===== src/rtl/pipeline_hazard_ctrl.sv =====
// Stall/flush sequencer for the 5-stage pipeline: merges load-use, branch and data-memory wait events.
// Optional perf counters are built when HAZARD_PERF_CNT_EN is defined.
module pipeline_hazard_ctrl #(
  parameter int LOAD_STALL_CYCLES = 1,
  parameter int MEM_TIMEOUT       = 255
) (
  input  logic        clk,
  input  logic        reset,
  input  logic        id_ex_memread,
  input  logic [4:0]  id_ex_rd,
  input  logic [4:0]  if_id_rs1,
  input  logic [4:0]  if_id_rs2,
  input  logic        branch_taken,
  input  logic        dmem_req,
  input  logic        dmem_ready,
  output logic        pc_write,
  output logic        if_id_write,
  output logic        if_id_flush,
  output logic        id_ex_bubble,
  output logic        ex_mem_write,
  output logic        stall_active,
  output logic        mem_timeout,
  output logic [31:0] stall_cycles,
  output logic [31:0] flush_count
);

  typedef enum logic [1:0] {RUN, LOAD_STALL, MEM_WAIT} state_t;
  typedef enum logic [1:0] {M_NORM, M_STALL, M_BRANCH, M_WAIT} mode_t;

  localparam logic [3:0]  LOAD_CNT_INIT = 4'(LOAD_STALL_CYCLES - 1);
  localparam logic [15:0] TIMEOUT_VAL   = 16'(MEM_TIMEOUT);

  state_t      state, state_nxt;
  mode_t       mode;
  logic [3:0]  load_cnt, load_cnt_nxt;
  logic [15:0] wait_cnt, wait_cnt_nxt;
  logic        luh, mem_wait;

  assign luh = id_ex_memread && (id_ex_rd != 5'd0) &&
               ((id_ex_rd == if_id_rs1) || (id_ex_rd == if_id_rs2));
  assign mem_wait = dmem_req && !dmem_ready;

  always_comb begin
    state_nxt    = state;
    load_cnt_nxt = load_cnt;
    wait_cnt_nxt = wait_cnt;
    mode         = M_NORM;
    case (state)
      RUN: begin
        if (mem_wait) begin
          mode         = M_WAIT;
          wait_cnt_nxt = 16'd1;
          state_nxt    = MEM_WAIT;
        end else if (branch_taken) begin
          mode = M_BRANCH;
        end else if (luh) begin
          mode = M_STALL;
          if (LOAD_STALL_CYCLES > 1) begin
            load_cnt_nxt = LOAD_CNT_INIT;
            state_nxt    = LOAD_STALL;
          end
        end
      end
      LOAD_STALL: begin
        // A memory wait freezes the remaining load stall; it resumes after ready.
        if (mem_wait) begin
          mode         = M_WAIT;
          wait_cnt_nxt = 16'd1;
          state_nxt    = MEM_WAIT;
        end else if (branch_taken) begin
          mode         = M_BRANCH;
          load_cnt_nxt = 4'd0;
          state_nxt    = RUN;
        end else begin
          mode         = M_STALL;
          load_cnt_nxt = load_cnt - 4'd1;
          if (load_cnt <= 4'd1) state_nxt = RUN;
        end
      end
      MEM_WAIT: begin
        if (!dmem_ready) begin
          mode = M_WAIT;
          if (wait_cnt < TIMEOUT_VAL) wait_cnt_nxt = wait_cnt + 16'd1;
        end else begin
          wait_cnt_nxt = 16'd0;
          if (branch_taken) mode = M_BRANCH;
          else if (luh)     mode = M_STALL;
          if (load_cnt != 4'd0) begin
            state_nxt = LOAD_STALL;
          end else begin
            state_nxt = RUN;
            if (!branch_taken && luh && LOAD_STALL_CYCLES > 1) begin
              load_cnt_nxt = LOAD_CNT_INIT;
              state_nxt    = LOAD_STALL;
            end
          end
        end
      end
      default: state_nxt = RUN;
    endcase
  end

  always_comb begin
    pc_write     = 1'b1;
    if_id_write  = 1'b1;
    if_id_flush  = 1'b0;
    id_ex_bubble = 1'b0;
    ex_mem_write = 1'b1;
    if (!reset) begin
      case (mode)
        M_STALL: begin
          pc_write     = 1'b0;
          if_id_write  = 1'b0;
          id_ex_bubble = 1'b1;
        end
        M_BRANCH: begin
          if_id_flush  = 1'b1;
          id_ex_bubble = 1'b1;
        end
        M_WAIT: begin
          pc_write     = 1'b0;
          if_id_write  = 1'b0;
          ex_mem_write = 1'b0;
        end
        default: ;
      endcase
    end
    stall_active = !pc_write;
  end

  always_ff @(posedge clk) begin
    if (reset) begin
      state       <= RUN;
      load_cnt    <= 4'd0;
      wait_cnt    <= 16'd0;
      mem_timeout <= 1'b0;
    end else begin
      state    <= state_nxt;
      load_cnt <= load_cnt_nxt;
      wait_cnt <= wait_cnt_nxt;
      if (wait_cnt_nxt == TIMEOUT_VAL) mem_timeout <= 1'b1;
    end
  end

`ifdef HAZARD_PERF_CNT_EN
  always_ff @(posedge clk) begin
    if (reset) begin
      stall_cycles <= 32'd0;
      flush_count  <= 32'd0;
    end else begin
      if (stall_active) stall_cycles <= stall_cycles + 32'd1;
      if (if_id_flush)  flush_count  <= flush_count + 32'd1;
    end
  end
`else
  assign stall_cycles = 32'd0;
  assign flush_count  = 32'd0;
`endif

endmodule


===== config.mk =====
export PLATFORM = sky130hd
export DESIGN_NAME = pipeline_hazard_ctrl
export DESIGN_NICKNAME = d
export VERILOG_FILES = /design/src/rtl/pipeline_hazard_ctrl.sv
export SDC_FILE = /design/constraint.sdc
export NUM_CORES = 1
export LEC_CHECK = 0
export CAP_MARGIN = 20
export CORE_ASPECT_RATIO = 1.1
export CORE_MARGIN = 2
export CORE_UTILIZATION = 44
export CTS_CLUSTER_DIAMETER = 30
export CTS_CLUSTER_SIZE = 30
export DETAILED_ROUTE_END_ITERATION = 10
export MAX_ROUTING_LAYER = met4
export PLACE_DENSITY = 0.86
export SLEW_MARGIN = 30
export SYNTH_ARGS = -nofsm -noshare
export SYNTH_HDL_FRONTEND = slang
export SYNTH_SLANG_ARGS = --single-unit

===== constraint.sdc =====
create_clock -name clk -period 4.18 [get_ports clk]
set_input_delay 0.836 -clock clk [delete_from_list [all_inputs] [get_ports clk]]
set_output_delay 0.836 -clock clk [all_outputs]
set_load 0.005 [all_outputs]

==> metrics.txt <==
max-cap violations 0; register area 460 sq um; status finished clean; clock slew at reported path FFs 80 ps; max-slew violation count 0; startpoint types input port; Multi-input gate area 1110 sq um; vias in the first global route 1288; leading cell types in the layout, fill and taps excluded conb_1, clkdlybuf4s50_1, dfxtp_1; Routed Wire Length 3610 um; Leak 0.000881 uW; CTS Hold Bufs 0; DRC violation count after routing 0; Area growth, synth to finish 6.67%; # setup viols final 0; Post-DP HPWL 2840 um; TNS Setup 0 ps; router iterations before antenna repair 5; Placement Cell Area 1940 sq um; # rows 24; Yosys reg bits 23; routed length per instance 11.6 um; share of post-route cells with drive strength above 1 0.0581; cell family with most CP delay buffers and inverters; antenna violations before repair 0; CTS tree done; Mapped Area 1880 sq um; critical path class in2out; Vias/cell 4.93; worst-case clock buffer depth 2; Synth Warn # 0; Synth cell types 48; top-level port count 92; Core Region 4020 sq um; clock skew 1.92 ps; design area 2000 sq um; fill count 391; Final period util 0.955; most common cell after layout, fill and taps aside conb_1; Port Buf Inserts 27; Pwr Density 224 nW/um^2; DRT iter0 DRCs 83; Final Hold Viols 0; EDFF count, synth 0; Yosys top cell by area buf_4; fraction of registers with async set/reset 0; H-Tree Depth 1; cell mode on critical path clkdlybuf4s50_1; Chip Width 66.3 um; Hold WC Path Type reg2reg; Avg Inst Size Synth 8.02 sq um; total grt overflow 0; sequential-to-total area share from yosys stat 0.245; largest net degree at the start of global routing 19; CP max stage cell clkdlybuf4s50_1; Sink Count 23; Antenna diodes 0; Critical Path, Cell by Cell clkdlybuf4s50_1 -> or3_1 -> o311a_1 -> a2bb2oi_2 -> o22ai_2 -> ha_1 -> nor2b_1 -> clkdlybuf4s50_1; main area contributors after synthesis buf_4, dfxtp_1, xnor2_1, ha_1, nor2_1; number of nets in the layout 286; fmax 250 MHz; RSZ-0062 raised after global routing false; CTS root buf clkbuf_8; Crit path largest cell delay 500 ps; gr usage total 0.150; Post-DRT Antenna Nets 0; Cells after Synth 234; Worst-Skew Late Latency 260 ps; crit-path max FO 3; Bufs and invs on worst path 2; cells on worst reg2reg path 6; CP Data Required Time 3340 ps; main flop type after synthesis dfxtp_1; Tightest Pin Transition 768 ps; min Tclk post-route 3990 ps; Num CTS Buffers 3; global-route wire length before repair 5530 um; VDD IR max 0.129 mV; gpl congestion 0.876; Crit path depth 8; Hold Path Depth 1; Slew HR 0.488; Yosys top cell area share 0.264; die area 4800 sq um; routed vias 1527; crit path DAT 3160 ps; Setup crit end kind output port; die height 72.5 um; starting density of the core 0.466
-- layer usage --
metal,vias to the layer above,global-route usage,wire (um)
li1,737,-,-
met1,692,0.156,1380
met2,93,0.266,1790
met3,5,0.0403,391
met4,0,0.0635,48
met5,-,-,0
-- worst register-to-register path: stages, from the launching register on --
cell and delay, ps:
dfxtp_1 480, nor2b_1 140, a21oi_1 650, o311a_1 280, a31oi_1 60, nor4_1 350, a32o_2 230
-- path summary, 6_finish.rpt --
path,slack [ps],start,to
worst max-delay path,190,id_ex_rd[0],id_ex_bubble
worst min-delay path,480,mem_timeout$_SDFFE_PP0N_,mem_timeout$_SDFFE_PP0N_
worst min register to register,480,mem_timeout$_SDFFE_PP0N_,mem_timeout$_SDFFE_PP0N_
worst max register to register,1950,state[0]$_SDFFE_PP0P_,mem_timeout$_SDFFE_PP0N_
-- flip-flops by register name, summed over array words and instances, names as in the netlist --
signal	flops
wait_cnt	16
load_cnt	4
state	2
mem_timeout	1
-- stage by stage --
step	std cells	total power [uW]	hold slack, ps	worst slack (ps)	utilization
3_5_place_dp	306	314	467	138	0.483
4_1_cts	310	450	491	131	0.494
2_1_floorplan	297	320	457	1220	-
3_3_place_gp	306	312	464	168	0.483
5_1_grt	310	470	505	43.4	0.497
6_report	310	447	482	187	0.497
-- logic make-up (layout without fill, tap and decap cells) --
logic type      count (synthesis)  in the layout  share of synthesized area
buf+inv                        82             43                      0.298
simple gates                   72             72                      0.217
compound gates                 40             40                      0.151
flops                          23             23                      0.245
xor+xnor                       10             10                     0.0467
fa+ha+maj                       6              6                     0.0400
other cells                     1             64                    0.00200
-- Yosys cell counts, types with 4 or more instances --
| cell type | n |
|---|---|
| a21oi_1 | 8 |
| a31oi_1 | 6 |
| and3_1 | 11 |
| buf_4 | 66 |
| clkbuf_1 | 4 |
| dfxtp_1 | 23 |
| ha_1 | 6 |
| inv_1 | 10 |
| nand2_1 | 7 |
| nand3_1 | 5 |
| nor2_1 | 19 |
| nor3_1 | 5 |
| o21ai_0 | 5 |
| xnor2_1 | 10 |
-- power breakdown --
| group | internal, uW | switching, uW | total, uW |
|---|---|---|---|
| Combinational | 41.6 | 46.9 | 88.5 |
| Sequential | 220 | 2.36 | 223 |
| Clock | 66.5 | 69.7 | 136 |
-- repair_timing --
action,4_1_cts,5_1_grt
setup buffers,0,0
resized for setup,0,2
endpoints found under the setup margin,0,1
-- layout make-up --
class                           instances  area share
Timing Repair Buffer                   29       0.143
Sequential cell                        23       0.230
Clock buffer                            3      0.0206
Inverter                               10      0.0188
Clock inverter                          1     0.00250
Multi-Input combinational cell        192       0.553
Tap cell                               52      0.0325
(Power assumes the default switching activity.)
